**config.mk**
```make
export PLATFORM = sky130hd
export DESIGN_NAME = scanwin_sequencer
export DESIGN_NICKNAME = d
export VERILOG_FILES = /design/src/rtl/scanwin_sequencer.sv
export SDC_FILE = /design/constraint.sdc
export NUM_CORES = 1
export LEC_CHECK = 0
export CAP_MARGIN = 20
export CORE_ASPECT_RATIO = 1.4
export CORE_MARGIN = 1.5
export CORE_UTILIZATION = 40
export DETAILED_ROUTE_END_ITERATION = 8
export PLACE_DENSITY = 0.75
export SLEW_MARGIN = 20
export SYNTH_ARGS = -nofsm -noshare
export SYNTH_HDL_FRONTEND = slang
export SYNTH_SLANG_ARGS = --single-unit
```
**constraint.sdc**
```tcl
create_clock -name clk -period 2.2 [get_ports clk]
set_input_delay 0.44 -clock clk [delete_from_list [all_inputs] [get_ports clk]]
set_output_delay 0.44 -clock clk [all_outputs]
set_load 0.03 [all_outputs]
```
**src/rtl/scanwin_sequencer.sv**
```systemverilog
// Raster scan sequencer for a sliding-window buffer: tracks the pixel position within a frame,
// enables buffer writes, and reports when the buffer holds a complete window.
module scanwin_sequencer #(
    parameter int FRAME_WIDTH  = 640,
    parameter int FRAME_HEIGHT = 480,
    parameter int BLOCK_WIDTH  = 1,
    parameter int BLOCK_HEIGHT = 8
) (
    input  logic       clk,
    input  logic       rst,
    input  logic       in_valid,
    input  logic       in_sof,
    output logic       in_ready,
    output logic       win_enable,
    output logic       win_valid,
    input  logic       out_ready,
    output logic [9:0] win_row,
    output logic [9:0] win_col,
    output logic       frame_done,
    output logic       sof_err,
    output logic       busy
);
    // Handshakes: a pixel transfers on a rising edge where in_valid & in_ready are both high;
    // a window transfers on a rising edge where win_valid & out_ready are both high.

    typedef enum logic [1:0] {IDLE, FILL, RUN, DONE} state_t;

    localparam logic [9:0] LAST_COL = 10'(FRAME_WIDTH - 1);
    localparam logic [9:0] LAST_ROW = 10'(FRAME_HEIGHT - 1);
    localparam logic [9:0] FILL_ROW = 10'((BLOCK_HEIGHT > 1) ? BLOCK_HEIGHT - 2 : 0);
    localparam logic [9:0] WIN_ROW0 = 10'(BLOCK_HEIGHT - 1);
    localparam logic [9:0] WIN_COL0 = 10'(BLOCK_WIDTH - 1);
    localparam state_t     START_ST = (BLOCK_HEIGHT == 1) ? RUN : FILL;

    state_t     state;
    logic [9:0] row;
    logic [9:0] col;
    logic       in_frame;
    logic       accept;
    logic [9:0] cur_row;
    logic [9:0] cur_col;
    logic       complete;

    assign in_frame   = (state == FILL) || (state == RUN);
    assign in_ready   = !rst && ((state == IDLE) || (in_frame && (!win_valid || out_ready)));
    assign accept     = in_valid && in_ready;
    // IDLE accepts stray pixels only to discard them; they never reach the buffer.
    assign win_enable = accept && (in_frame || in_sof);
    assign cur_row    = in_sof ? 10'd0 : row;
    assign cur_col    = in_sof ? 10'd0 : col;
    assign complete   = (cur_row >= WIN_ROW0) && (cur_col >= WIN_COL0);
    assign busy       = (state != IDLE);

    always_ff @(posedge clk) begin
        if (rst) begin
            state      <= IDLE;
            row        <= 10'd0;
            col        <= 10'd0;
            win_valid  <= 1'b0;
            win_row    <= 10'd0;
            win_col    <= 10'd0;
            frame_done <= 1'b0;
            sof_err    <= 1'b0;
        end else begin
            frame_done <= 1'b0;
            if (win_valid && out_ready) begin
                win_valid <= 1'b0;
            end
            if (win_enable) begin
                if (in_sof && in_frame) begin
                    sof_err   <= 1'b1;
                    win_valid <= 1'b0;
                end else if (complete) begin
                    win_valid <= 1'b1;
                    win_row   <= cur_row;
                    win_col   <= cur_col;
                end
            end
            case (state)
                IDLE: begin
                    if (accept && in_sof) begin
                        row   <= 10'd0;
                        col   <= 10'd1;
                        state <= START_ST;
                    end
                end
                FILL, RUN: begin
                    if (accept && in_sof) begin
                        row   <= 10'd0;
                        col   <= 10'd1;
                        state <= START_ST;
                    end else if (accept) begin
                        if (col == LAST_COL) begin
                            col <= 10'd0;
                            row <= row + 10'd1;
                        end else begin
                            col <= col + 10'd1;
                        end
                        if (state == FILL && col == LAST_COL && row == FILL_ROW) begin
                            state <= RUN;
                        end
                        if (state == RUN && col == LAST_COL && row == LAST_ROW) begin
                            state      <= DONE;
                            frame_done <= 1'b1;
                            row        <= 10'd0;
                            col        <= 10'd0;
                        end
                    end
                end
                DONE: state <= IDLE;
                default: state <= IDLE;
            endcase
        end
    end
endmodule

```
==> results.md <==
Layout:
- After routing the design area is 3080 um^2.
- The count of fill cells added during filler insertion is 523.
- The final antenna diode count is 0.
- The number of nets at the end of the flow is 360.
- Across the whole layout, storage elements account for 902 um^2.
- The area growth from synthesis to layout is 34.3%.
- The combined area of the multi-input logic cells is 1300 um^2.
- The post-route netlist has 17.8% of its cells at a drive strength greater than 1.

Placement:
- At the placement stage, the worst setup path has a slack of -0.185 ns.
- The congestion estimate from routability-driven global placement came to 0.880.
- The cell area after placement is 2930 um^2.
- The HPWL after detailed placement is 4.44 mm.
- Buffers placed on the I/O ports in this run total 30.

Synthesis:
- In this run, synthesis inferred 0 flip-flops with an integrated enable.
- The yosys synthesis warning count is 0.
- The count of unique library cells instantiated by Yosys is 44.
- The main combinational cell family by area after synthesis is simple AND/OR/NAND/NOR gates.
- The area share of fa/ha/maj cells after synthesis is 4.36%.
- Counting every instance in the synthesized netlist gives 283.
- The xor and xnor area share after synthesis is 2.29%.
- The register bit count reported by yosys is 45.
- Summing every instance area after synthesis gives 2290 um^2.
- Summing the areas of all compound-gate instances in the mapped netlist gives 18.5% of the synthesized area.
- The synthesized netlist devotes 29.1% of its cell area to simple gates.
- The net count of the mapped netlist is 296.
- The post-synthesis sequential area ratio is 39.3%.
- Among all flip-flop cells after synthesis, the most frequent one is dfxtp_1.
- Of all flip-flops after synthesis, the portion carrying an async set or reset was 0%.
- The share of synthesized area spent on multiplexers is 1.31%.
- Dividing the synthesized area by the synthesized cell count gives 8.10 um^2.

Timing:
- The total setup violations reported at the end of the flow is 0.
- The top achievable clock speed is 479 MHz.
- The shortest clock period the worst path allows after layout is 2.09 ns.
- The number of max-slew violations in the final report is 0.
- The total count of hold-check failures in the final report was 0.
- The minimum setup slack in the final design is 0.113 ns.
- The fraction of the cycle the final worst path needs is 94.9%.
- Headroom to the max-slew limit came out at 71.8%.
- For the pin with the worst max-slew slack, the measured transition is 0.422 ns.
- For the final database, setup skew stands at 0.00847 ns.

Detailed routing:
- The remaining antenna violation count is 0.
- The aggregate routed wire length is 6.00 mm.
- The number of iterations in the first detailed-routing pass is 4.
- The average via count per standard cell is 5.63.
- The iteration-0 DRC count of the detailed router is 121.
- The average wire per cell in the routed design is 14.4 um.
- After detailed routing, the number of remaining DRC violations is 0.
- The total number of vias is 2342.

Pwr:
- For this design the ratio of total power to cell area is 671 nW/um^2.
- The highest ir drop seen on vdd is 0.000491 V.
- The completed layout was analyzed and its total power is 2.07 mW.
- The leakage power total is 1.17 nW.

Die:
- The floorplan step set the die height to 92.6 um.
- The floorplan has 32 rows.
- The starting density of the core is 41.5%.
- The floorplan die width is 67.0 um.
- The die area is 6200 um^2.
- The core region is 5530 um^2.
- 31 I/O pins were placed.

GRT:
- The global-route usage over all layers is 21.1%.
- The wire length of the first global-routing pass is 10.2 mm.
- The maximum number of pins on one net before global-route repair is 35.
- The via count of the first global-routing pass is 2297.
- The initial antenna violation count was 0.
- The aggregate global routing overflow is 0.

Setup path:
- The arrival time at the worst endpoint is 2.28 ns.
- Counting both buffers and inverters, the worst setup path holds a total of 1.
- The category of the worst setup path launch point is a flop.
- Of all nets on the critical path, the largest fanout is 4.
- Among all stages on the critical path, the largest delay is contributed by dfxtp_1.
- The most critical setup path has its startpoint at col[1].
- Walking the worst path, the cells encountered are ha_1 -> nor4bb_2 -> nand3_1 -> a221oi_1 -> buf_4 -> nor2_1 -> a221o_1.
- The category of the critical setup timing path is flop to flop.
- The startpoint of the worst register-to-register path is col[1].
- The kind of cell with the highest combined delay along the critical path is compound AO/OA/AOI/OAI gates.
- The required time at the worst-slack endpoint is 2.39 ns.
- The largest single stage delay on the critical path is 0.38 ns.
- The type of destination of the critical path is a flop.

CTS:
- Clock tree synthesis found a total of 45 sinks.
- The clock edge transition at the registers on the reported setup and hold paths is 0.09 ns.
- The H-tree depth reported by CTS is 2.
- The TritonCTS clock tree is done.
- The number of clock buffers inserted by TritonCTS is 5.
- The source-to-sink clock delay at the later pin of the worst-skew pair is 0.30 ns.
- Clock tree synthesis selected as its root buffer the cell clkbuf_8.
- The maximum buffer depth of the clock tree is 2.

Worst hold path:
- The type of the most critical hold path is flop to flop.
- The startpoint of the most critical hold path is win_col[0].

Status:
- The run finished with clean final reports.

Flow run:
- The tool flagged a number of max-cap violations equal to 0.
[stage by stage]
step / utilization [%] / TNS (ns) / hold slack [ns] / std cells
floorplan: - / 0 / 0.465 / 283
global placement: 53.0 / -2.07 / 0.446 / 405
detailed placement: 53.0 / -2.82 / 0.450 / 405
CTS: 55.0 / 0 / 0.463 / 413
global route: 55.7 / -0.0489 / 0.482 / 416
finish: 55.7 / 0 / 0.458 / 416
[worst reg2reg max path, stage by stage (launching register included)]
cell      delay, ns
dfxtp_1        0.38
ha_1           0.21
nor4bb_2       0.25
nand3_1        0.20
a221oi_1       0.35
buf_4          0.17
nor2_1         0.06
a221o_1        0.36
[power by group]
part           switching (mW)  internal [mW]  leakage (nW)
registers              0.0144          0.835         0.363
clock network           0.285          0.341        0.0554
logic                   0.311          0.280         0.749
[registers in the layout (all words and copies together) (netlist names)]
signal / cells
col: 10
row: 10
win_col: 10
win_row: 10
state: 2
frame_done: 1
sof_err: 1
win_valid: 1
[layer usage]
layer	up-vias	track usage (%)	routed length (um)
met5	-	0	0
met4	0	8.67	161
met3	18	3.40	190
met2	57	37.0	3210
met1	1114	24.9	2440
li1	1153	-	-
[cell usage after synthesis (all sizes together), types with 2 or more instances]
cell / count / share of area, %
dfxtp: 45 / 39
nand2: 29 / 4.7
a21oi: 28 / 6.1
nand3: 28 / 6.1
nor2: 21 / 3.4
clkbuf: 13 / 2.1
and3: 12 / 3.3
o21ai: 11 / 2.4
buf: 9 / 2.1
a211oi: 8 / 2.6
ha: 8 / 4.4
xnor2: 6 / 2.3
and4: 5 / 1.9
inv: 5 / 0.82
a221o: 4 / 1.7
nand2b: 4 / 1.1
nor2b: 4 / 1.1
or4: 4 / 1.3
and2: 3 / 0.82
mux2i: 3 / 1.3
nand3b: 3 / 0.98
nor3: 3 / 0.65
o21a: 3 / 0.98
o31ai: 3 / 0.98
a32oi: 2 / 0.76
nand4: 2 / 0.55
nor3b: 2 / 0.65
nor4: 2 / 0.55
[worst paths after layout]
kind                            depth (start not counted)  slack [ns]          to
worst max-delay path                                    7        0.11      row[7]
worst max register to register                          7        0.11      row[7]
worst min register to register                          2        0.46  win_col[0]
worst min-delay path                                    2        0.46  win_col[0]
[cell families (layout without fill, tap and decap cells)]
family / count (synthesis) / count (layout)
xor+xnor: 6 / 6
buf+inv: 27 / 92
fa+ha+maj: 8 / 8
flops: 45 / 45
mux: 3 / 3
simple gates: 127 / 127
compound gates: 67 / 67
[cells in the final DEF (no fill, tap or decap), types with 5 or more instances in the layout]
| master | n |
|---|---|
| clkdlybuf4s50_1 | 27 |
| a211oi_1 | 8 |
| nand2_1 | 29 |
| dfxtp_1 | 44 |
| nand3_1 | 28 |
| ha_1 | 8 |
| a21oi_1 | 28 |
| clkbuf_8 | 5 |
| and4_1 | 5 |
| nor2_1 | 21 |
| o21ai_0 | 9 |
| inv_1 | 5 |
| and3_1 | 12 |
| buf_4 | 50 |
| xnor2_1 | 6 |
[layout make-up]
type	count	area share, %
Multi-Input combinational cell	211	42.1
Sequential cell	45	29.3
Timing Repair Buffer	79	21.6
Tap cell	68	2.76
Clock buffer	6	2.36
Clock inverter	2	1.26
Inverter	5	0.610
[what timing repair did]
item | in CTS | in global routing
setup endpoints to repair | 1 | 11
gates resized for setup | 1 | 6
hold buffers | 0 | 0
pin swaps | 0 | 2
setup buffers | 0 | 3
No activity file was read; power rests on OpenSTA's default activity.
